===== src/rtl/mem_responder_pkg.sv =====
// rtl/mem_responder_pkg.sv - shared types for the memory responder
package mem_responder_pkg;

  typedef logic [31:0] word_t;

  typedef enum logic [1:0] {IDLE, ACCESS, DONE} memstate_t;
  typedef enum logic [1:0] {NONE, INSTR, DATA} memgrant_t;
  typedef enum logic {READ, WRITE} memop_t;

  // Wait-state counter width; LAT is limited to 1..15 so 4 bits suffice.
  localparam int CNT_W = 4;
  typedef logic [CNT_W-1:0] cnt_t;

endpackage


===== src/rtl/mem_responder_if.sv =====
// rtl/mem_responder_if.sv - request-unit and RAM signals of the memory responder
interface mem_responder_if;
  import mem_responder_pkg::*;

  // Request unit side
  logic  imemREN;
  word_t imemaddr;
  logic  dmemREN;
  logic  dmemWEN;
  word_t dmemaddr;
  word_t dmemstore;
  logic  ihit;
  logic  dhit;
  word_t imemload;
  word_t dmemload;

  // RAM side
  logic  ramREN;
  logic  ramWEN;
  word_t ramaddr;
  word_t ramstore;
  word_t ramload;

  // Request unit plus RAM model
  modport master (
    output imemREN, imemaddr, dmemREN, dmemWEN, dmemaddr, dmemstore, ramload,
    input  ihit, dhit, imemload, dmemload, ramREN, ramWEN, ramaddr, ramstore
  );

  // The responder itself
  modport slave (
    input  imemREN, imemaddr, dmemREN, dmemWEN, dmemaddr, dmemstore, ramload,
    output ihit, dhit, imemload, dmemload, ramREN, ramWEN, ramaddr, ramstore
  );

endinterface


===== src/rtl/mem_responder_wait_counter.sv =====
// rtl/mem_responder_wait_counter.sv - loadable wait-state down-counter with zero flag
module mem_responder_wait_counter
  import mem_responder_pkg::*;
(
  input  logic CLK,
  input  logic nRST,
  input  logic load,
  input  cnt_t load_val,
  input  logic dec,
  output logic zero
);

  cnt_t count;

  // Load takes priority; decrement saturates at zero.
  always_ff @(posedge CLK) begin
    if (!nRST) begin
      count <= '0;
    end else if (load) begin
      count <= load_val;
    end else if (dec && (count != '0)) begin
      count <= count - 1'b1;
    end
  end

  assign zero = (count == '0);

endmodule


===== src/rtl/mem_responder.sv =====
// rtl/mem_responder.sv - single-port RAM arbiter returning ihit/dhit with fixed wait states
module mem_responder
  import mem_responder_pkg::*;
#(
  parameter int LAT = 2
)(
  input logic           CLK,
  input logic           nRST,
  mem_responder_if.slave bus
);

  localparam cnt_t LAT_INIT = cnt_t'(LAT - 1);

  memstate_t state;
  memgrant_t grant;
  memop_t    op;
  word_t     addr_q;
  word_t     store_q;
  word_t     imemload_q;
  word_t     dmemload_q;
  logic      ihit_q;
  logic      dhit_q;
  logic      ramren_q;
  logic      ramwen_q;

  logic      dreq;
  logic      ireq;
  logic      req_live;
  logic      cnt_load;
  logic      cnt_dec;
  logic      cnt_zero;

  assign dreq = bus.dmemREN | bus.dmemWEN;
  assign ireq = bus.imemREN;

  // The granted requester must keep its enable up for the access to complete.
  assign req_live = (grant == INSTR) ? ireq : dreq;

  assign cnt_load = (state == IDLE) && (dreq || ireq);
  assign cnt_dec  = (state == ACCESS);

  mem_responder_wait_counter u_wait (
    .CLK      (CLK),
    .nRST     (nRST),
    .load     (cnt_load),
    .load_val (LAT_INIT),
    .dec      (cnt_dec),
    .zero     (cnt_zero)
  );

  // Arbitration FSM; every bus output is a register updated here.
  always_ff @(posedge CLK) begin
    if (!nRST) begin
      state      <= IDLE;
      grant      <= NONE;
      op         <= READ;
      addr_q     <= '0;
      store_q    <= '0;
      imemload_q <= '0;
      dmemload_q <= '0;
      ihit_q     <= 1'b0;
      dhit_q     <= 1'b0;
      ramren_q   <= 1'b0;
      ramwen_q   <= 1'b0;
    end else begin
      ihit_q <= 1'b0;
      dhit_q <= 1'b0;
      case (state)
        IDLE: begin
          if (dreq) begin
            grant    <= DATA;
            addr_q   <= bus.dmemaddr;
            store_q  <= bus.dmemstore;
            op       <= bus.dmemWEN ? WRITE : READ;
            ramren_q <= ~bus.dmemWEN;
            ramwen_q <= bus.dmemWEN;
            state    <= ACCESS;
          end else if (ireq) begin
            grant    <= INSTR;
            addr_q   <= bus.imemaddr;
            op       <= READ;
            ramren_q <= 1'b1;
            ramwen_q <= 1'b0;
            state    <= ACCESS;
          end
        end
        ACCESS: begin
          if (!req_live) begin
            grant    <= NONE;
            ramren_q <= 1'b0;
            ramwen_q <= 1'b0;
            state    <= IDLE;
          end else if (cnt_zero) begin
            if (grant == INSTR) begin
              imemload_q <= bus.ramload;
            end else if (op == READ) begin
              dmemload_q <= bus.ramload;
            end
            ihit_q   <= (grant == INSTR);
            dhit_q   <= (grant == DATA);
            ramren_q <= 1'b0;
            ramwen_q <= 1'b0;
            state    <= DONE;
          end
        end
        DONE: begin
          grant <= NONE;
          state <= IDLE;
        end
        default: begin
          grant    <= NONE;
          ramren_q <= 1'b0;
          ramwen_q <= 1'b0;
          state    <= IDLE;
        end
      endcase
    end
  end

  assign bus.ihit     = ihit_q;
  assign bus.dhit     = dhit_q;
  assign bus.imemload = imemload_q;
  assign bus.dmemload = dmemload_q;
  assign bus.ramREN   = ramren_q;
  assign bus.ramWEN   = ramwen_q;
  assign bus.ramaddr  = addr_q;
  assign bus.ramstore = store_q;

endmodule

===== src/flat_wrapper.sv =====
// flat-port wrapper written by rule: the top's interface ports become plain ports
module mem_responder_flat import mem_responder_pkg::*;
#(
  parameter int LAT = 2
)
  (CLK, nRST, bus_imemREN, bus_imemaddr, bus_dmemREN, bus_dmemWEN, bus_dmemaddr, bus_dmemstore, bus_ramload, bus_ihit, bus_dhit, bus_imemload, bus_dmemload, bus_ramREN, bus_ramWEN, bus_ramaddr, bus_ramstore);
  mem_responder_if bus_i ();
  input logic CLK;
  input logic nRST;
  input wire logic [$bits(bus_i.imemREN)-1:0] bus_imemREN;
  input wire logic [$bits(bus_i.imemaddr)-1:0] bus_imemaddr;
  input wire logic [$bits(bus_i.dmemREN)-1:0] bus_dmemREN;
  input wire logic [$bits(bus_i.dmemWEN)-1:0] bus_dmemWEN;
  input wire logic [$bits(bus_i.dmemaddr)-1:0] bus_dmemaddr;
  input wire logic [$bits(bus_i.dmemstore)-1:0] bus_dmemstore;
  input wire logic [$bits(bus_i.ramload)-1:0] bus_ramload;
  output wire logic [$bits(bus_i.ihit)-1:0] bus_ihit;
  output wire logic [$bits(bus_i.dhit)-1:0] bus_dhit;
  output wire logic [$bits(bus_i.imemload)-1:0] bus_imemload;
  output wire logic [$bits(bus_i.dmemload)-1:0] bus_dmemload;
  output wire logic [$bits(bus_i.ramREN)-1:0] bus_ramREN;
  output wire logic [$bits(bus_i.ramWEN)-1:0] bus_ramWEN;
  output wire logic [$bits(bus_i.ramaddr)-1:0] bus_ramaddr;
  output wire logic [$bits(bus_i.ramstore)-1:0] bus_ramstore;
  assign bus_i.imemREN = bus_imemREN;
  assign bus_i.imemaddr = bus_imemaddr;
  assign bus_i.dmemREN = bus_dmemREN;
  assign bus_i.dmemWEN = bus_dmemWEN;
  assign bus_i.dmemaddr = bus_dmemaddr;
  assign bus_i.dmemstore = bus_dmemstore;
  assign bus_i.ramload = bus_ramload;
  assign bus_ihit = bus_i.ihit;
  assign bus_dhit = bus_i.dhit;
  assign bus_imemload = bus_i.imemload;
  assign bus_dmemload = bus_i.dmemload;
  assign bus_ramREN = bus_i.ramREN;
  assign bus_ramWEN = bus_i.ramWEN;
  assign bus_ramaddr = bus_i.ramaddr;
  assign bus_ramstore = bus_i.ramstore;
  mem_responder #(.LAT(LAT)) u_core (.CLK(CLK), .nRST(nRST), .bus(bus_i));
endmodule

===== config.mk =====
export PLATFORM = sky130hd
export DESIGN_NAME = mem_responder_flat
export DESIGN_NICKNAME = d
export VERILOG_FILES = /design/src/rtl/mem_responder_pkg.sv /design/src/rtl/mem_responder_if.sv /design/src/rtl/mem_responder_wait_counter.sv /design/src/rtl/mem_responder.sv /design/src/flat_wrapper.sv
export SDC_FILE = /design/constraint.sdc
export NUM_CORES = 1
export LEC_CHECK = 0
export CAP_MARGIN = 10
export CORE_ASPECT_RATIO = 0.7
export CORE_MARGIN = 4
export CORE_UTILIZATION = 41
export DETAILED_ROUTE_END_ITERATION = 12
export PLACE_DENSITY = 0.78
export SYNTH_ARGS = -nofsm -noshare
export SYNTH_HDL_FRONTEND = slang
export SYNTH_SLANG_ARGS = --single-unit

===== constraint.sdc =====
create_clock -name CLK -period 2.2 [get_ports CLK]
set_clock_uncertainty 0.2 [all_clocks]
set_input_delay 0.33 -clock CLK [delete_from_list [all_inputs] [get_ports CLK]]
set_output_delay 0.33 -clock CLK [all_outputs]
set_load 0.005 [all_outputs]

==> flow_summary.toml <==
[timing]
final-setup-viol-count = 0
worst_pin_slew_ns = 0.376
final.min_clock_period_ns = 2.09
timing.fmax_mhz = 477
fin_tns_setup_ns = 0
rsz0062_at_grt = "false"
slew_viol_final = 0
slew_headroom = 0.750
hold_viol = 0
finalCritPeriodShare = 0.952

[detailed_routing]
postRouteAntennaNets = 0
drt-total-wl_um = 17100
drt_iter0_drc = 323
drc = 0
met1_length_um = 7260
wl_per_cell_um = 15.3
vias_per_cell = 4.92
met3_length_um = 1890
wl_met2_um = 7720
highest_layer = "met4"
dr.pass1.iters = 5
vias = 5501

[floorplan]
start_util = 0.426
row_count = 35
dieArea_um2 = 15900
die_w_um = 149
coreArea_um2 = 13400
die_h_um = 107
io-pin-count = 265

[cts]
cts-root-buf = "clkbuf_16"
clock_path_buffers = 2
clkLatencyLatePin_ns = 0.40
htree_levels = 4
post_cts_buffers = 0
holdBufCountCts = 0
clock_sinks = 141
cts_resized = 0
numCtsBuffers = 17
cts_tree = "yes"
clkTransAtPathRegs_ns = 0.06

[logic_synthesis]
synthFlopType = "dfxtp_1"
synth_edf_count = 0
syn_area_per_cell_um2 = 8.42
yosysWarnings = 0
syn_inst = 676
synth-seq-area-share = 0.496
synth_nets = 811
yosys.cell_types.count = 35
synth-async-reset-ratio = 0
ys_ff_latch = 141
syn_area_um2 = 5690

[finish]
post-route-cell-area_um2 = 9160
diodes = 0
fin_nets = 1056
final_common_cell = "clkdlybuf4s50_1"
drive_above_1_share = 0.0965
final_cell_mix = "clkdlybuf4s50_1 (263), nand2_1 (198), dfxtp_1 (141)"
syn2layout_area_growth_pct = 60.9

[critical_path]
critical_path.max_fanout = 64
critPathKind = "reg -> reg"
slowest_delay_ns = 0.54
cpMaxStageDelayCell = "or4_4"
endpoint_kind = "flop"
cp.depth = 5
startpoint_type = "flop"
cp.buffers_inverters = 1
crit_family = "simple AND/OR/NAND/NOR gates"
required_ns = 2.29
critical_path.cell_chain = "or3b_4, or4_4, buf_12, nand3_1, o21ai_2"
rr_worst_depth = 5
arrival_ns = 2.18

[power]
swShare = 0.253
p_leak_nw = 3.69
internal_power_w = 0.00531
ir_drop_v = 0.000489
p_seq_frac = 0.401
pwr-share-comb = 0.191
p_clk_frac = 0.408
power.density_nw_per_um2 = 776
p_switching_w = 0.00179

[global_routing]
grt_pass1_vias = 5081
grt_pass1_wl_um = 26200
antenna_found_initial = 0
grt_max_degree = 65
grt_use_total = 0.207
overflow = 0

[placed_design]
dpl-instance-area_um2 = 8560
post-dp-hpwl_um = 12200
io_buffers = 264
place_congestion = 0.771

[min_path]
hold_depth = 2
hp-class = "in -> reg"

[outcome]
run_status = "completed"

[run]
drv_cap = 0
## path summary, 6_finish.rpt
kind                                         startpoint                       to  slack, ns
worst max-delay path                    u_core.state[0]  u_core.bus.dmemload[28]       0.11
worst min-delay path                               nRST          u_core.state[0]       0.12
worst max register to register          u_core.state[0]  u_core.bus.dmemload[28]       0.11
worst min register to register  u_core.bus.imemload[10]  u_core.bus.imemload[10]       0.26
## routing by layer
layer  vias to the layer above  track usage
li1                       2785            -
met1                      2492        0.254
met2                       207        0.332
met4                         0       0.0444
met5                         -            0
met3                        17        0.101
## cell type report
type / instances / area, um^2
multi-input cells: 475 / 2600
clock buffers: 18 / 429
repair buffers: 282 / 2890
well taps: 185 / 231
clock inverters: 13 / 166
fillers: 1067 / 4200
inverters: 4 / 15.0
flip-flops and latches: 141 / 2820
## Yosys cell counts (all sizes together), types with 2 or more instances
library cell  instances  share of area
buf                  16          0.021
o21ai                67          0.080
a211oi                2         0.0026
inv                   4         0.0026
dfxtp               141           0.50
nor2                 10         0.0066
mux2i                 2         0.0035
nand2               198           0.13
nor2b                 5         0.0055
nor3                  4         0.0044
a21oi                 5         0.0044
nand3                96          0.085
o211a                32          0.056
ha                    2         0.0044
nand2b                2         0.0022
a21boi               33          0.044
clkbuf               40          0.026
o21a                  5         0.0066
## through the flow
stage          worst slack, ns  utilization  std cells  power [W]  hold slack [ns]
3_3_place_gp            0.0686        0.641       1087    0.00425            0.243
4_1_cts                  0.121        0.685       1118    0.00716            0.111
3_5_place_dp            0.0473        0.641       1087    0.00426            0.250
5_1_grt                 0.0751        0.685       1118    0.00743            0.123
6_report                 0.105        0.685       1118    0.00710            0.124
2_1_floorplan            0.200            -        676    0.00347            0.238
## state kept, by name, summed over array words and instances (netlist names)
signal / flops
u_core.op: 1
u_core.grant: 2
u_core.bus.ramaddr: 32
u_core.bus.ramREN: 1
u_core.bus.imemload: 32
u_core.state: 2
u_core.bus.dhit: 1
u_core.u_wait.count: 4
u_core.bus.ramWEN: 1
u_core.bus.dmemload: 32
u_core.bus.ihit: 1
u_core.bus.ramstore: 32
## kinds of logic after synthesis
family / Yosys count / share of synthesized area
adders and majority gates: 2 / 0.00440
and+or+nand+nor: 324 / 0.248
AOI/OAI and AO/OA: 146 / 0.197
muxes: 2 / 0.00352
buffers and inverters: 60 / 0.0497
DFF: 141 / 0.496
xor gates and xnor gates: 1 / 0.00154
## worst reg2reg max path, cell delays in order, from the launching register on
cell,delay [ns]
dfxtp_1,0.33
or3b_4,0.42
or4_4,0.54
buf_12,0.22
nand3_1,0.20
o21ai_2,0.06
## power groups by stage
stage | clock [W] | sequential (W) | combinational [W]
finish | 0.00290 | 0.00285 | 0.00135
global route | 0.00308 | 0.00287 | 0.00148
CTS | 0.00295 | 0.00285 | 0.00137
detailed placement | 0 | 0.00290 | 0.00136
global placement | 0 | 0.00290 | 0.00135
floorplan | 0 | 0.00291 | 0.000555
(Power assumes the default switching activity.)
==> edit 1 (same flow settings) <==
Change the package constant `CNT_W` from 4 to 6.
--- a/src/rtl/mem_responder_pkg.sv
+++ b/src/rtl/mem_responder_pkg.sv
@@ -10,3 +10,3 @@
   // Wait-state counter width; LAT is limited to 1..15 so 4 bits suffice.
-  localparam int CNT_W = 4;
+  localparam int CNT_W = 6;
   typedef logic [CNT_W-1:0] cnt_t;
Check against the original RTL: no difference found for any inputs over 4 cycles, from zero or initial values and one cycle with nRST low; that may be too few to reach the edited logic, so the function may still have changed.
==> edit 1 against the original RTL <==
  * Die area decreased by 3.4%
  * Global-route usage increased by 0.38 points
  * Worst setup slack improved by 150 ps
  * Cell area decreased by 2.2%
  * Total power increased by 0.30%
  * Synthesized cell count decreased by 3.6%
  * Combinational power increased by 6%
  * Core utilization decreased by 0.40 points
  * Area after synthesis decreased by 3.6%
  * Non-clock buffer count increased by 4
  * First-iteration DRC count decreased by 18%
  * Wire length decreased by 3.3%
  * Sequential cell count increased by 2
  * Critical endpoint is now u_core.u_wait.count[4]$_SDFFE_PP0N_
  * Highest routed layer unchanged
==> edit 1: results (changes against the original RTL) <==
Parameter                              Value

Setup path
  Register-to-register setup slack ... 250 ps (was 110 ps)
  Arrival time at the worst endpoint ... 2040 ps (was 2180 ps)
  Beginning of the worst register-to-register path ... u_core.u_wait.count[0]$_SDFFE_PN0P_ (was u_core.state[0]$_SDFFE_PN0P_)
  Depth of the most critical reg-to-reg path ... 6 (was 5)
  Critical path capture point ... u_core.u_wait.count[4]$_SDFFE_PP0N_ (was u_core.bus.dmemload[28]$_SDFFE_PN0P_)

Synthesis
  Arithmetic-cell share of the synthesized area counting full adders, half adders and majority gates ... 0.456% (was 0.440%)
  Xor/xnor cell area share of the yosys netlist ... 0.479% (was 0.154%)
  Fraction of the yosys area taken by sequential cells ... 52.2% (was 49.6%)
  Most used standard cells in the synthesized netlist ... 165 x sky130_fd_sc_hd__nand2_1, 143 x sky130_fd_sc_hd__dfxtp_1, 59 x sky130_fd_sc_hd__o21ai_0, 45 x sky130_fd_sc_hd__nor2_1, 41 x sky130_fd_sc_hd__clkbuf_1 (was 198 x sky130_fd_sc_hd__nand2_1, 141 x sky130_fd_sc_hd__dfxtp_1, 95 x sky130_fd_sc_hd__nand3_1, 40 x sky130_fd_sc_hd__clkbuf_1, 35 x sky130_fd_sc_hd__o21ai_0)
  Post-synthesis mux area share ... 5.84% (was 0.352%)
  Leading cell types by total area after synthesis ... sky130_fd_sc_hd__dfxtp_1 52%, sky130_fd_sc_hd__nand2_1 11%, sky130_fd_sc_hd__mux2i_1 5.8% (was sky130_fd_sc_hd__dfxtp_1 50%, sky130_fd_sc_hd__nand2_1 13%, sky130_fd_sc_hd__nand3_1 8.4%)
  Synth Net Count ... 787 (was 811)

Detailed routing
  Detail Route met2 WL ... 7.31 mm (was 7.72 mm)
  Sum of routed wire length over all layers ... 16.5 mm (was 17.1 mm)
  Number of violations reported at the end of detailed-routing iteration 0 ... 264 (was 323)
  Metal3 WL ... 1.60 mm (was 1.89 mm)
  Total iterations of the first detailed-routing run ... 4 (was 5)

Cells and area
  Proportion of layout cells with a drive suffix above 1 ... 7.00% (was 9.65%)
  Finished Layout Cells ... 1080 (was 1118)

Global route
  Met3 capacity usage during global routing ... 8.41% (was 10.1%)
  Total global-route track usage ... 21.1% (was 20.7%)
  Vias in the first global route ... 5167 (was 5081)
  Largest net degree at the start of global routing ... 69 (was 65)
  Grt met1 use ... 26.2% (was 25.4%)
  Global routing usage on met2 ... 33.3% (was 33.2%)

STA
  Final critical-path required period ... 1950 ps (was 2090 ps)
  Max-slew headroom at the worst pin ... 63.3% (was 75.0%)

Worst hold path
  Destination of the worst hold path ... u_core.grant[0]$_SDFFE_PN0P_ (was u_core.state[0]$_SDFFE_PN0P_)

Placed design
  Placed insts ... 1048 (was 1087)
  Pre-CTS WS ... 16.3 ps (was 47.3 ps)
  Sum of net half-perimeters after detailed placement ... 11.8 mm (was 12.2 mm)

Outcome
  Status ... finished, final reports clean (unchanged)
edit 1: cell type report:
type | instances | area share [%]
Timing Repair Buffer | 286 | 32.3
Sequential cell | 143 | 32.0
Multi-Input combinational cell | 449 | 26.9
Clock buffer | 19 | 4.95
Tap cell | 166 | 2.32
Clock inverter | 13 | 1.43
Inverter | 4 | 0.168
edit 1: critical path, stage by stage, from the launching register on:
cell,delay [ps]
sky130_fd_sc_hd__dfxtp_1,400
sky130_fd_sc_hd__inv_1,80
sky130_fd_sc_hd__ha_1,190
sky130_fd_sc_hd__nor2b_2,210
sky130_fd_sc_hd__a2111oi_0,530
sky130_fd_sc_hd__xnor2_1,170
sky130_fd_sc_hd__nor2_1,50
edit 1: repair_timing:
action / CTS / global route
hold buffers: 0 / 0
resized for setup: 0 / 1
endpoints found under the setup margin: 0 / 33
hold endpoints to repair: 0 / 0
edit 1: power by group:
group | switching, mW | internal (mW)
clock | 1.17 | 1.61
combinational | 0.614 | 0.816
sequential | 0.116 | 2.80
==> edit 2 (same settings) <==
Made on the original files. Re-encode `memstate_t` (3 states) as one-hot, 3 bits wide.
--- a/src/rtl/mem_responder_pkg.sv
+++ b/src/rtl/mem_responder_pkg.sv
@@ -5,3 +5,3 @@
 
-  typedef enum logic [1:0] {IDLE, ACCESS, DONE} memstate_t;
+  typedef enum logic [2:0] {IDLE = 3'b001, ACCESS = 3'b010, DONE = 3'b100} memstate_t;
   typedef enum logic [1:0] {NONE, INSTR, DATA} memgrant_t;
Check against the original RTL: no difference found for any inputs over 4 cycles, from zero or initial values and one cycle with nRST low; so few cycles prove little.
==> edit 2 against the original RTL <==
  * Synthesized cell count is 12% lower
  * Sequential power rose by 2%
  * Area after synthesis decreased by 0.20%
  * Non-clock buffer count grew 4
  * Total power up 3.7%
  * Cell area is 1.6% higher
  * Wire length increased by 0.92%
  * Critical path depth increased by 3
  * Sequential cell count up 1
  * Via count decreased by 6.4%
  * Worst setup slack worse by 68 ps
  * Largest cell class unchanged
==> edit 2: results (changes against the original RTL) <==
Parameter                              Value

Global route
  Vias in the first global route ... 5344 (was 5081)
  Largest net degree at the start of global routing ... 66 (was 65)
  Total global-route track usage ... 20.9% (was 20.7%)
  First-pass GRT wire length ... 26.8 mm (was 26.2 mm)

STA
  Max-slew headroom at the worst pin ... 66.4% (was 75.0%)

Outcome
  Status ... finished, final reports clean (unchanged)

Detailed routing
  Number of violations reported at the end of detailed-routing iteration 0 ... 175 (was 323)
  Total iterations of the first detailed-routing run ... 4 (was 5)
  Total via count after detailed routing ... 5149 (was 5501)
  Sum of routed wire length over all layers ... 17.2 mm (was 17.1 mm)

Synthesis
  Cell count after synthesis ... 596 (was 676)
  Fraction of the yosys area taken by sequential cells ... 50.1% (was 49.6%)
  Synth Net Count ... 731 (was 811)
  Leading cell types by total area after synthesis ... sky130_fd_sc_hd__dfxtp_1 50%, sky130_fd_sc_hd__mux2i_1 11%, sky130_fd_sc_hd__nand2_1 9.0% (was sky130_fd_sc_hd__dfxtp_1 50%, sky130_fd_sc_hd__nand2_1 13%, sky130_fd_sc_hd__nand3_1 8.4%)
  Asr flop ratio synth ... 0% (unchanged)
  Synth cell types ... 38 (was 35)

Power and ir drop
  Static Leak ... 3.88 nW (was 3.69 nW)
  Sw frac ... 24.2% (was 25.3%)
  Worst IR Drop VDD ... 0.000592 V (was 0.000489 V)

Setup path
  Cell with the biggest individual delay on the critical path ... sky130_fd_sc_hd__or3b_4 (was sky130_fd_sc_hd__or4_4)
  Peak per-stage delay on the critical path ... 390 ps (was 540 ps)
  Highest net fanout along the worst path ... 8 (was 64)
  Arrival time at the worst endpoint ... 2250 ps (was 2180 ps)

Cells and area
  Filler cell count in the final layout ... 966 (was 1067)
  Number of nets in the layout ... 994 (was 1056)
  Proportion of layout cells with a drive suffix above 1 ... 7.80% (was 9.65%)
  Antenna fix cells ... 0 (unchanged)
  Finished Layout Cells ... 1057 (was 1118)

CTS
  Clock insertion delay at the later pin of the skew report ... 400 ps (about the same)
  Total CTS buffers ... 17 (unchanged)
  Root buffer selected by CTS ... sky130_fd_sc_hd__clkbuf_16 (unchanged)

Placed design
  Final RePlAce weighted congestion ... 0.772 (was 0.771)
  Sum of net half-perimeters after detailed placement ... 12.6 mm (was 12.2 mm)
  Pre-CTS WS ... -47.3 ps (was 47.3 ps)
  Placed insts ... 1021 (was 1087)
==> edit 2: cell types whose count changed after synthesis, sizes merged, moves of 3 or more <==
cell    unedited run  this run
mux2i              2        65
nand3             96        35
clkbuf            40        29
nor2b              5        65
buf               16        13
o21a               5         2
a21oi              5         2
nand2            198       136
o21ai             67         4
==> edit 2: cells by family (layout without fill, tap and decap cells) <==
| kind of cell | after synthesis | count (layout) | synth area share (%) |
|---|---|---|---|
| compound gates | 80 | 80 | 11.9 |
| fa+ha+maj | 2 | 2 | 0.441 |
| xor+xnor | 3 | 3 | 0.463 |
| simple gates | 260 | 260 | 22.1 |
| buf+inv | 44 | 320 | 3.57 |
| mux | 65 | 65 | 11.5 |
| flops | 142 | 142 | 50.1 |
==> edit 2: layout make-up <==
cell class / count / area (µm²) / area share, %
tap: 185 / 231 / 2.49
sequential: 142 / 2850 / 30.6
inverter: 2 / 7.51 / 0.0807
clock buffer: 20 / 457 / 4.91
clock inverter: 12 / 181 / 1.95
timing repair buffer: 286 / 2910 / 31.2
multi-input combinational: 410 / 2670 / 28.7
==> edit 2: stage by stage <==
step / hold WS, ps / area, µm²
after floorplan: 231 / 5680
after global placement: 250 / 8580
after detailed placement: 258 / 8580
after CTS: 216 / 9220
after global routing: 226 / 9300
final: 223 / 9300
==> edit 2: path summary, 6_finish.rpt <==
kind                                       startpoint                              endpoint  cells after the start  slack (ps)
setup reg to reg  u_core.u_wait.count[1]$_SDFFE_PP0P_  u_core.bus.dmemload[10]$_SDFFE_PN0P_                      8          40
hold / removal                                   nRST  u_core.bus.ramstore[12]$_SDFFE_PN0P_                      2         220
hold reg to reg        u_core.bus.ramREN$_SDFFE_PN0P_        u_core.bus.ramREN$_SDFFE_PN0P_                      2         260
setup / recovery  u_core.u_wait.count[1]$_SDFFE_PP0P_  u_core.bus.dmemload[10]$_SDFFE_PN0P_                      8          40
==> edit 2: power by group through the flow <==
stage | clock [mW] | combinational [mW] | sequential, mW
2_1_floorplan | 0 | 0.551 | 2.95
3_3_place_gp | 0 | 1.35 | 2.93
3_5_place_dp | 0 | 1.39 | 2.95
4_1_cts | 3.11 | 1.40 | 2.90
5_1_grt | 3.24 | 1.53 | 2.92
6_report | 3.06 | 1.41 | 2.90
==> edit 2: what timing repair did <==
| action | in CTS | in global routing |
|---|---|---|
| buffers inserted | 0 | 2 |
| gates resized for setup | 1 | 12 |
| gates cloned | 0 | 2 |
| pin swaps | 0 | 2 |
| endpoints found under the setup margin | 3 | 32 |
==> edit 2: layer usage <==
metal  routed length (µm)  track usage [%]  vias to the layer above  share of wire, %
li1                     -                -                     2539                 -
met1                 7010             23.6                     2414                41
met2                 8670             37.4                      186                50
met3                 1400             8.18                       10               8.1
met4                  133             4.02                        0              0.77
met5                    0                0                        -                 0
